<file path="config.mk">
export PLATFORM = sky130hd
export DESIGN_NAME = mux_scan_ctrl
export DESIGN_NICKNAME = d
export VERILOG_FILES = /design/src/rtl/mux_scan_ctrl_pkg.sv /design/src/rtl/mux_scan_ctrl_dwell_timer.sv /design/src/rtl/mux_scan_ctrl.sv
export SDC_FILE = /design/constraint.sdc
export NUM_CORES = 1
export LEC_CHECK = 0
export CAP_MARGIN = 20
export CORE_MARGIN = 2
export CORE_UTILIZATION = 52
export DETAILED_ROUTE_END_ITERATION = 16
export PLACE_DENSITY = 0.88
export SLEW_MARGIN = 10
export SYNTH_ARGS = -nofsm -noshare
export SYNTH_HDL_FRONTEND = slang
export SYNTH_HIERARCHICAL = 1
export SYNTH_SLANG_ARGS = --single-unit
export TNS_END_PERCENT = 1
</file>
<file path="constraint.sdc">
create_clock -name clk -period 2.79 [get_ports clk]
set_input_delay 0.558 -clock clk [delete_from_list [all_inputs] [get_ports clk]]
set_output_delay 0.558 -clock clk [all_outputs]
set_load 0.02 [all_outputs]
</file>
<file path="src/rtl/mux_scan_ctrl_pkg.sv">
// Shared definitions for the mux scan sequencer: state encoding and defaults.
package mux_scan_ctrl_pkg;

    // Sequencer states; the encodings are fixed so they read the same in waveforms.
    typedef enum logic [1:0] {
        ST_IDLE = 2'd0,
        ST_SCAN = 2'd1,
        ST_HOLD = 2'd2
    } scan_state_t;

    localparam int DEF_SEL_W   = 3;  // 8 channels
    localparam int DEF_DWELL   = 2;  // cycles per channel, legal 1..15
    localparam int DWELL_CNT_W = 4;  // wide enough for DWELL-1 up to 14

endpackage

</file>
<file path="src/rtl/mux_scan_ctrl_dwell_timer.sv">
// Dwell timer: loadable down counter that stops at zero and flags it.
module mux_scan_ctrl_dwell_timer #(
    parameter int CNT_W = 4
) (
    input  logic             clk,
    input  logic             rst_n,
    input  logic             i_load,
    input  logic [CNT_W-1:0] i_load_val,
    input  logic             i_dec,
    output logic             o_zero
);

    logic [CNT_W-1:0] r_cnt;

    // Count register: load has priority over decrement; never wraps below zero.
    always_ff @(posedge clk) begin
        // NOTE: non-blocking assignments in clocked blocks so every register samples pre-edge values.
        if (!rst_n) begin
            r_cnt <= '0;
        end else if (i_load) begin
            r_cnt <= i_load_val;
        end else if (i_dec && (r_cnt != '0)) begin
            r_cnt <= r_cnt - 1'b1;
        end
    end

    assign o_zero = (r_cnt == '0);

endmodule

</file>
<file path="src/rtl/mux_scan_ctrl.sv">
// Scan sequencer around an N_CH:1 channel mux: steps the select, samples the mux
// output once per dwell period and hands one assembled word per scan to a
// valid/ready consumer. A pending word stalls the scan until it is accepted.
module mux_scan_ctrl
    import mux_scan_ctrl_pkg::*;
#(
    parameter  int SEL_W = DEF_SEL_W,
    parameter  int DWELL = DEF_DWELL,
    localparam int N_CH  = 1 << SEL_W
) (
    input  logic             clk,
    input  logic             rst_n,
    input  logic             start,
    input  logic             cont,
    output logic [SEL_W-1:0] s,
    input  logic             y,
    output logic [N_CH-1:0]  dout,
    output logic             dout_valid,
    input  logic             dout_ready,
    output logic             busy
);

    localparam logic [DWELL_CNT_W-1:0] DWELL_LD = DWELL_CNT_W'(DWELL - 1);
    localparam logic [SEL_W-1:0]       SEL_LAST = SEL_W'(N_CH - 1);

    scan_state_t      r_state;
    scan_state_t      w_next;
    logic [SEL_W-1:0] r_sel;
    logic [N_CH-1:0]  r_word;
    logic [N_CH-1:0]  r_dout;

    logic w_zero;    // dwell period ends this cycle
    logic w_last;    // select is on the final channel
    logic w_sample;  // capture y into the word at this edge
    logic w_load;    // restart the dwell timer
    logic w_dec;     // count the dwell timer down

    assign w_last   = (r_sel == SEL_LAST);
    assign w_sample = (r_state == ST_SCAN) && w_zero;

    mux_scan_ctrl_dwell_timer #(
        .CNT_W (DWELL_CNT_W)
    ) u_dwell_timer (
        .clk        (clk),
        .rst_n      (rst_n),
        .i_load     (w_load),
        .i_load_val (DWELL_LD),
        .i_dec      (w_dec),
        .o_zero     (w_zero)
    );

    // State register.
    always_ff @(posedge clk) begin
        if (!rst_n) r_state <= ST_IDLE;
        else        r_state <= w_next;
    end

    // Next-state logic: a finished word parks in HOLD until the consumer takes it.
    always_comb begin
        // NOTE: default assignment first so no path leaves w_next unassigned (no latch).
        w_next = r_state;
        case (r_state)
            ST_IDLE: if (start)               w_next = ST_SCAN;
            ST_SCAN: if (w_sample && w_last)  w_next = ST_HOLD;
            ST_HOLD: if (dout_ready)          w_next = cont ? ST_SCAN : ST_IDLE;
            default:                          w_next = ST_IDLE;
        endcase
    end

    // Outputs and datapath strobes decoded from the current state.
    always_comb begin
        busy       = 1'b0;
        dout_valid = 1'b0;
        w_load     = 1'b0;
        w_dec      = 1'b0;
        case (r_state)
            ST_IDLE: begin
                w_load = start;
            end
            ST_SCAN: begin
                busy   = 1'b1;
                w_load = w_zero && !w_last;
                w_dec  = !w_zero;
            end
            ST_HOLD: begin
                busy       = 1'b1;
                dout_valid = 1'b1;
                w_load     = dout_ready && cont;
            end
            default: ;
        endcase
    end

    // Select counter: 0 outside a scan, steps after each sample, parks on the last channel in HOLD.
    always_ff @(posedge clk) begin
        if (!rst_n) begin
            r_sel <= '0;
        end else begin
            case (r_state)
                ST_SCAN: if (w_sample && !w_last) r_sel <= r_sel + 1'b1;
                ST_HOLD: if (dout_ready)          r_sel <= '0;
                default:                          r_sel <= '0;
            endcase
        end
    end

    // Assembly register: bit i takes y while the select sits on channel i.
    always_ff @(posedge clk) begin
        // NOTE: this data register is reset on purpose so a scan cut short by reset leaves no stale bits.
        if (!rst_n) begin
            r_word <= '0;
        end else if (w_sample) begin
            r_word[r_sel] <= y;
        end
    end

    // Output register: loads once per scan, bypassing the last bit straight from y.
    always_ff @(posedge clk) begin
        if (!rst_n) begin
            r_dout <= '0;
        end else if (w_sample && w_last) begin
            r_dout <= {y, r_word[N_CH-2:0]};
        end
    end

    assign s    = r_sel;
    assign dout = r_dout;

endmodule

</file>
## Word-level counts from Yosys, hierarchy flattened

Cells that the tools add are included.

| storage, ports and cells | value |
|---|---|
| output and inout bits | 13 |
| bits of input ports | 6 |
| flip-flop bits (word level) | 25 |
| word-level logic and storage cells | 52 |

| operators by class | value |
|---|---|
| add/sub/neg operators | 2 |
| equality and inequality tests | 7 |
| reduce and logical (&&, ||, !) cells | 17 |
| muxes and demuxes | 17 |
| order comparisons | 2 |
| bitwise operators | 1 |

Operators by type and width:

| operator | number |
|---|---|
| $bwmux W8 | 1 |
| $logic_and A1 B1 Y1 | 7 |
| $mux W1 | 7 |
| $mux W2 | 3 |
| $mux W3 | 2 |
| $pmux W2 S3 | 1 |
| $pmux W3 S2 | 1 |
| $logic_not A4 Y1 | 1 |
| $lt A3 B4 Y1 const B | 1 |
| $ne A2 B1 Y1 const B | 2 |
| $ne A2 B2 Y1 const B | 2 |
| $reduce_bool A4 Y1 | 1 |
| $reduce_or A2 Y1 | 2 |
| $sub A4 B1 Y4 const B | 1 |
| $add A3 B1 Y3 const B | 1 |
| $demux W1 S3 | 1 |
| $eq A3 B3 Y1 const B | 1 |
| $ge A3 B1 Y1 const B | 1 |
| $pmux W1 S3 | 1 |
| $reduce_and A3 Y1 | 1 |
| $eq A2 B1 Y1 const B | 1 |
| $eq A2 B2 Y1 const B | 1 |
| $logic_not A1 Y1 | 2 |
| $logic_not A2 Y1 | 1 |
| other kinds (3) | 3 |

## Depth between registers and ports, before layout

Gate-level depths: netlist of run 1.

| depth | value |
|---|---|
| word-level depth | 6 |
| mapped depth | 10 |
| depth with buffers taken out | 9 |

## Cells and area by module

Netlist of run 1, hierarchy kept.

Modules (own cells, without submodules):

| module | cells each | area each (um2) | instances |
|---|---|---|---|
| mux_scan_ctrl | 97 | 968.4 | 1 |
| mux_scan_ctrl_dwell_timer | 31 | 256.5 | 1 |

## Worst setup path after synthesis of run 1

OpenSTA, ideal clock, no wires.

| timing path | value |
|---|---|
| path kind | reg2reg |
| start | register u_dwell_timer.r_cnt[0] |
| end | register u_dwell_timer.r_cnt[3] |
| library setup time | 0.124 ns |
| setup slack | 0.790 ns |
| required time | 2.666 ns |
| stages on the path, launching flop included | 10 |
| arrival time | 1.876 ns |
| path through | dfxtp_1 inv_1 ha_1 or3b_4 clkinv_2 buf_4 nor2b_1 nor4b_2 mux2i_1 a21oi_1 |

| between the ends | value |
|---|---|
| cells in the longest elaborated chain, start to end | 4 |
| elaborated cells on any way between the ends | 9 |
| classes of those cells | 1 x add/sub; 2 x mux; 6 x reduce/logical |

Ends and longest elaborated chain:

| what | RTL line | source |
|---|---|---|
| from (decl) | mux_scan_ctrl_dwell_timer.sv:13 | `logic [CNT_W-1:0] r_cnt;` |
| from (signal assigned) | mux_scan_ctrl_dwell_timer.sv:21 | `r_cnt <= i_load_val;` |
| from (signal assigned) | mux_scan_ctrl_dwell_timer.sv:23 | `r_cnt <= r_cnt - 1'b1;` |
| $logic_not A4 Y1 | mux_scan_ctrl_dwell_timer.sv:27 | `assign o_zero = (r_cnt == '0);` |
| named net w_zero | mux_scan_ctrl.sv:32 | `logic w_zero;` |
| $logic_not A1 Y1 | mux_scan_ctrl.sv:83 | `w_dec = !w_zero;` |
| $mux W1 | mux_scan_ctrl.sv:76 | `case (r_state)` |
| named net w_dec | mux_scan_ctrl.sv:36 | `logic w_dec;` |
| $logic_and A1 B1 Y1 | mux_scan_ctrl_dwell_timer.sv:22 | `end else if (i_dec && (r_cnt != '0)) begin` |

The timed path passes the listed nets, and every way through them passes these cells.
A chain may end at the register's enable or synchronous reset.

## Worst setup path in the final report of run 1

| timing path | value |
|---|---|
| start | register r_state[0] |
| end | output busy |

| between the ends | value |
|---|---|
| cells in the longest elaborated chain, start to end | 3 |
| elaborated cells on any way between the ends | 4 |
| classes of those cells | 2 x eq/ne; 1 x mux; 1 x reduce/logical |

Ends and longest elaborated chain:

| what | RTL line | source |
|---|---|---|
| from (decl) | mux_scan_ctrl.sv:26 | `scan_state_t r_state;` |
| from (signal assigned) | mux_scan_ctrl.sv:55 | `else r_state <= w_next;` |
| $eq A2 B1 Y1 / $eq A2 B2 Y1 (equally long branches) | mux_scan_ctrl.sv:76 |  |
| $reduce_or A2 Y1 (no line) * | - |  |
| $mux W1 * | mux_scan_ctrl.sv:76 |  |
| to (decl) | mux_scan_ctrl.sv:20 | `output logic busy` |

Mark *: on every way between the ends. The rest lies on a longest branch, timed or not.

==> run_results.csv, run 1 <==
group,metric,value,unit
routing,drc,0,
sta,hold_slack,513,ps
critical_path,worst_setup_path_end_kind,"output pin",
placed_design,gp_congestion,0.740,
clock_network,cts.sinks,24,
global_route,grt_pass1_vias,919,
synth,synth_common_cells,"dfxtp_1, nor2_1, mux2i_1",
clock_network,clk_latency,320,ps
clock_network,cts-root-buf,"clkbuf_4",
synth,synth_area_leader_cell,"dfxtp_1",
pwr,p_leak,0.630,nW
critical_path,start_kind,"register",
routing,routed_via_density,5.65,
floorplan,initial_core_util,55.4,%
clock_network,hold_buffers,0,
critical_path,critPathKind,"register to output pin",
placed_design,hpwl,1770,um
global_route,grt_busiest_layer,"met2",
synth,synth_edf_count,0,
finish,layout.nets,165,
floorplan,dieWidth,52.5,um
sta,setup_viol,0,
worst_hold_path,hp-class,"register to register",
pwr,peakVddDrop,0.626,mV
status,status,"finished clean",
global_route,grt_max_degree,15,
sta,hold_viol,0,
finish,final_area,1490,sq um
synth,ys_ff_latch,24,
sta,fin_crit,2290,ps
synth,async_flop_share,0,%
sta,period_share,82.0,%
synth,synth_top_area_share,39.2,%
routing,dr.pass1.iters,4,
clock_network,cts_setup_buffers,0,
global_route,met1_usage,21.9,%
synth,avgSynthCellArea,9.57,sq um
critical_path,cp.required,2230,ps
clock_network,cts_tree,"done",
floorplan,design.core.area,2210,sq um
finish,syn_to_final_growth,21.2,%
clock_network,h-tree-depth,1,
clock_network,clk_pin_slew,130,ps
global_route,gr-usage-met3,3.43,%
placed_design,io_buffers,18,
clock_network,numCtsBuffers,3,
critical_path,crit_arrival,1730,ps
routing,num_vias,1005,
clock_network,clockBufferDepth,2,
sta,final-max-slew-violation-count,0,
sta,fin_worst_skew,4.67,ps
synth,ys_types,39,
floorplan,die_height,52.5,um
synth,ys_seq_area_share,39.2,%
run,timing.max_cap.violations,0,
global_route,grt_pass1_wl,3890,um
sta,finalSetupTns,0,ps
global_route,grtUsageMet2,34.6,%
synth,syn_area,1220,sq um
global_route,globalRoute.totalOverflow,0,
sta,fmax,437,MHz
synth,synthTopCellsByArea,"dfxtp_1, mux2i_1, ha_1",
synth,synth_ff_type,"dfxtp_1",
floorplan,std_cell_rows,17,
finish,drive_gt1_share,9.33,%
floorplan,pin_count,19,
clock_network,post_cts_resize_count,0,
routing,wl,2340,um
synth,syn_inst,128,
synth,ys_warn_count,6,
synth,synth.most_common_cell,"dfxtp_1",
placed_design,place_area,1430,sq um
floorplan,dieArea,2760,sq um
critical_path,cp_max_fo,5,
routing,drt-initial-drc-count,19,
routing,avgRoutedWirePerCell,13.2,um
routing,ant_nets,0,
sta,rsz0062_at_grt,"no",
pwr,power.density,807,nW/um^2
global_route,antenna_found_initial,0,
finish,num_antenna_cells,0,
global_route,grt_usage,19.7,%
[routing by layer]
| metal | wire length [um] | vias to the layer above |
|---|---|---|
| met3 | 94 | 5 |
| met2 | 1170 | 27 |
| met1 | 1020 | 464 |
| li1 | - | 509 |
| met4 | 55 | 0 |
| met5 | 0 | - |
[registers in the layout (all words and copies together), names as in the netlist]
| name | flops |
|---|---|
| dout | 8 |
| r_word | 7 |
| u_dwell_timer/r_cnt | 4 |
| s | 3 |
| r_state | 2 |
[worst max-delay path: stages (launching register included)]
cell	delay (ps)
dfxtp_1	440
inv_1	100
ha_1	280
clkdlybuf4s50_1	590
[path summary, 6_finish.rpt]
check	startpoint	endpoint	slack, ps	depth (start not counted)
max reg2reg	u_dwell_timer/r_cnt[0]	u_dwell_timer/r_cnt[3]	520	8
min	r_word[0]	r_word[0]	510	2
max	r_state[0]	busy	500	3
min reg2reg	r_word[0]	r_word[0]	510	2
[cells by family (layout without fill, tap and decap cells)]
logic type                 count (synthesis)  count (layout)  share of synthesized area (%)
muxes                                     11              11                           8.99
other                                      2               4                          0.613
AOI/OAI and AO/OA                         28              28                           18.7
and+or+nand+nor                           42              42                           19.3
DFF                                       24              24                           39.2
adders and majority gates                  8               8                           8.17
buffers and inverters                     13              33                           5.00
[per-stage QoR]
step	worst slack [ps]	cells	total power, mW	utilization, %
after detailed placement	564	174	0.949	64.8
after floorplan	790	130	0.863	-
after global placement	768	174	0.923	64.8
after global routing	362	178	1.28	67.1
after CTS	473	178	1.20	67.1
final	501	178	1.20	67.1
[cell usage in the layout (no fill, tap or decap), types with 4 or more instances in the layout]
master            n
nor2_1           12
o31ai_1           5
clkdlybuf4s50_1  18
inv_1             8
ha_1              8
mux2i_1          11
dfxtp_1          24
nand3_1           6
o211ai_1          5
nand2_1           9
conb_1            4
[area by class of cell]
type | instances | area, sq um
fillers | 188 | 727
multi-input cells | 93 | 691
flip-flops and latches | 24 | 480
repair buffers | 19 | 188
inverters | 10 | 38.8
well taps | 28 | 35.0
clock inverters | 1 | 30.0
clock buffers | 3 | 22.5
[where the power goes]
group / leakage [nW] / internal [mW] / switching [mW]
registers: 0.195 / 0.388 / 0.0521
logic: 0.407 / 0.208 / 0.300
clock network: 0.0279 / 0.145 / 0.106
total: 0.630 / 0.742 / 0.457
Power figures use the tool's default switching activity.
==> inputs of run 2 (changes only) <==
--- a/config.mk
+++ b/config.mk
@@ -7,9 +7,9 @@
 export LEC_CHECK = 0
 export CAP_MARGIN = 20
 export CORE_MARGIN = 2
-export CORE_UTILIZATION = 52
+export CORE_UTILIZATION = 47
 export DETAILED_ROUTE_END_ITERATION = 16
-export PLACE_DENSITY = 0.88
+export PLACE_DENSITY = 0.85
 export SLEW_MARGIN = 10
 export SYNTH_ARGS = -nofsm -noshare
 export SYNTH_HDL_FRONTEND = slang
==> constraint.sdc (replaced) <==
create_clock -name clk -period 1.9 [get_ports clk]
set_input_delay 0.38 -clock clk [delete_from_list [all_inputs] [get_ports clk]]
set_output_delay 0.38 -clock clk [all_outputs]
set_load 0.02 [all_outputs]
==> run_results.csv, run 2 (synthesis results as in run 1) <==
group,metric,value,unit
routing,routed_via_density,5.55,
critical_path,worstReg2RegStart,"u_dwell_timer/r_cnt[1]",
placed_design,gp_congestion,0.754,
global_route,grt_max_degree,13,
pwr,pwr-share-comb,52.0,%
global_route,grt_pass1_vias,989,
clock_network,clockBufferDepth,2,
sta,fin_ws,39.6,ps
routing,num_vias,1049,
floorplan,die_height,55.1,um
routing,ant_nets,0,
routing,avgRoutedWirePerCell,13.5,um
clock_network,hold_buffers,0,
global_route,globalRoute.totalOverflow,0,
finish,drive_gt1_share,17.0,%
clock_network,clk_latency,310,ps
pwr,seqPwrFrac,36.0,%
sta,hold_slack,495,ps
critical_path,cp.required,2110,ps
clock_network,clk_pin_slew,120,ps
pwr,p_int,1.06,mW
sta,period_share,97.9,%
clock_network,numCtsBuffers,3,
worst_hold_path,holdPathStages,2,
critical_path,crit_arrival,2070,ps
critical_path,start_kind,"register",
routing,dr.pass1.iters,4,
critical_path,reg2reg_depth,9,
pwr,clockPowerShare,12.0,%
placed_design,hpwl,2010,um
floorplan,pin_count,19,
pwr,p_sw_share,40.5,%
routing,drc,0,
critical_path,worst_setup_path_end_kind,"register",
pwr,power.density,1140,nW/um^2
sta,fin_crit,1860,ps
floorplan,initial_core_util,49.4,%
routing,drt-initial-drc-count,7,
finish,final_cells,189,
placed_design,pre_cts_ws,-77.6,ps
sta,rsz0062_at_grt,"yes",
status,status,"finished clean",
pwr,p_leak,0.676,nW
critical_path,crit_path_start,"u_dwell_timer/r_cnt[1]",
global_route,grt_usage,19.0,%
placed_design,post-place-cells,185,
worst_hold_path,hp-start,"r_word[1]",
placed_design,io_buffers,18,
finish,num_antenna_cells,0,
finish,largest_reg_flops,8,
finish,layout.nets,175,
clock_network,cts-root-buf,"clkbuf_4",
run,timing.max_cap.violations,0,
clock_network,cts.sinks,24,
global_route,grt_pass1_wl,4120,um
finish,mostFrequentLayoutCells,"dfxtp_1, clkdlybuf4s50_1, nor2_1",
critical_path,regToRegEndpoint,"u_dwell_timer/r_cnt[3]",
finish,final_common_cell,"dfxtp_1",
critical_path,critPathKind,"register to register",
routing,wl,2560,um
finish,syn_to_final_growth,27.0,%
worst_hold_path,hp-class,"register to register",
pwr,peakVddDrop,0.693,mV
critical_path,reg2reg_slack,40,ps
finish,final_util,62.8,%
sta,fin_worst_skew,2.17,ps
sta,hold_viol,0,
global_route,antenna_found_initial,0,
floorplan,std_cell_rows,18,
worst_hold_path,hold_end,"dout[1]",
sta,fmax,538,MHz
sta,final-max-slew-violation-count,0,
floorplan,design.core.area,2480,sq um
critical_path,cp_max_fo,9,
floorplan,dieArea,3030,sq um
clock_network,h-tree-depth,1,
floorplan,dieWidth,55.1,um
clock_network,cts_tree,"done",
pwr,p_sw,0.720,mW
sta,setup_viol,0,
run 2: layer usage:
metal / share of wire, % / up-vias / GRT usage (%)
met3: 2.7 / 5 / 5.11
met1: 42 / 499 / 21.1
met5: 0 / - / 0
met4: 1.1 / 0 / 5.69
met2: 54 / 13 / 34.9
li1: - / 532 / -
run 2: final cells by class:
| cell class | instances | area, sq um |
|---|---|---|
| Clock buffer | 3 | 22.5 |
| Fill cell | 225 | 922 |
| Inverter | 10 | 42.5 |
| Multi-Input combinational cell | 93 | 711 |
| Sequential cell | 24 | 482 |
| Tap cell | 30 | 37.5 |
| Timing Repair Buffer | 29 | 260 |
run 2: timing repair:
item,CTS,global route
cloned,0,0
endpoints found under the setup margin,4,10
buffers inserted,0,1
gates resized for setup,4,4
run 2: power groups by stage:
stage | combinational, mW | clock (mW) | sequential (mW)
floorplan | 0.634 | 0 | 0.643
global placement | 0.812 | 0 | 0.640
detailed placement | 0.863 | 0 | 0.647
CTS | 0.875 | 0.220 | 0.635
global route | 1.01 | 0.242 | 0.651
finish | 0.924 | 0.212 | 0.640
run 2: worst max-delay path by stage:
| stage | endpoint | slack (ps) | depth (start not counted) |
|---|---|---|---|
| after global routing | u_dwell_timer/r_cnt[3] | -30 | 9 |
| after detailed placement | u_dwell_timer/r_cnt[3] | -80 | 8 |
| final | u_dwell_timer/r_cnt[3] | 40 | 9 |
| after floorplan | u_dwell_timer/r_cnt[3] | -6 | 9 |
| after global placement | u_dwell_timer/r_cnt[3] | 80 | 8 |
| after CTS | u_dwell_timer/r_cnt[3] | -30 | 8 |
run 2: through the flow:
stage / area (sq um) / TNS, ps / total power, mW
2_1_floorplan: 1230 / -5.99 / 1.28
3_3_place_gp: 1510 / 0 / 1.45
3_5_place_dp: 1510 / -77.6 / 1.51
4_1_cts: 1530 / -29.0 / 1.73
5_1_grt: 1560 / -53.5 / 1.90
6_report: 1560 / 0 / 1.78
run 2: critical path, cell delays in order, from the launching register on:
cell and delay, ps:
dfxtp_1 360, inv_1 80, ha_1 150, or3b_4 420
inv_6 120, nand3b_1 90, a21oi_2 210, inv_2 110
o21ai_0 170, a21oi_1 60
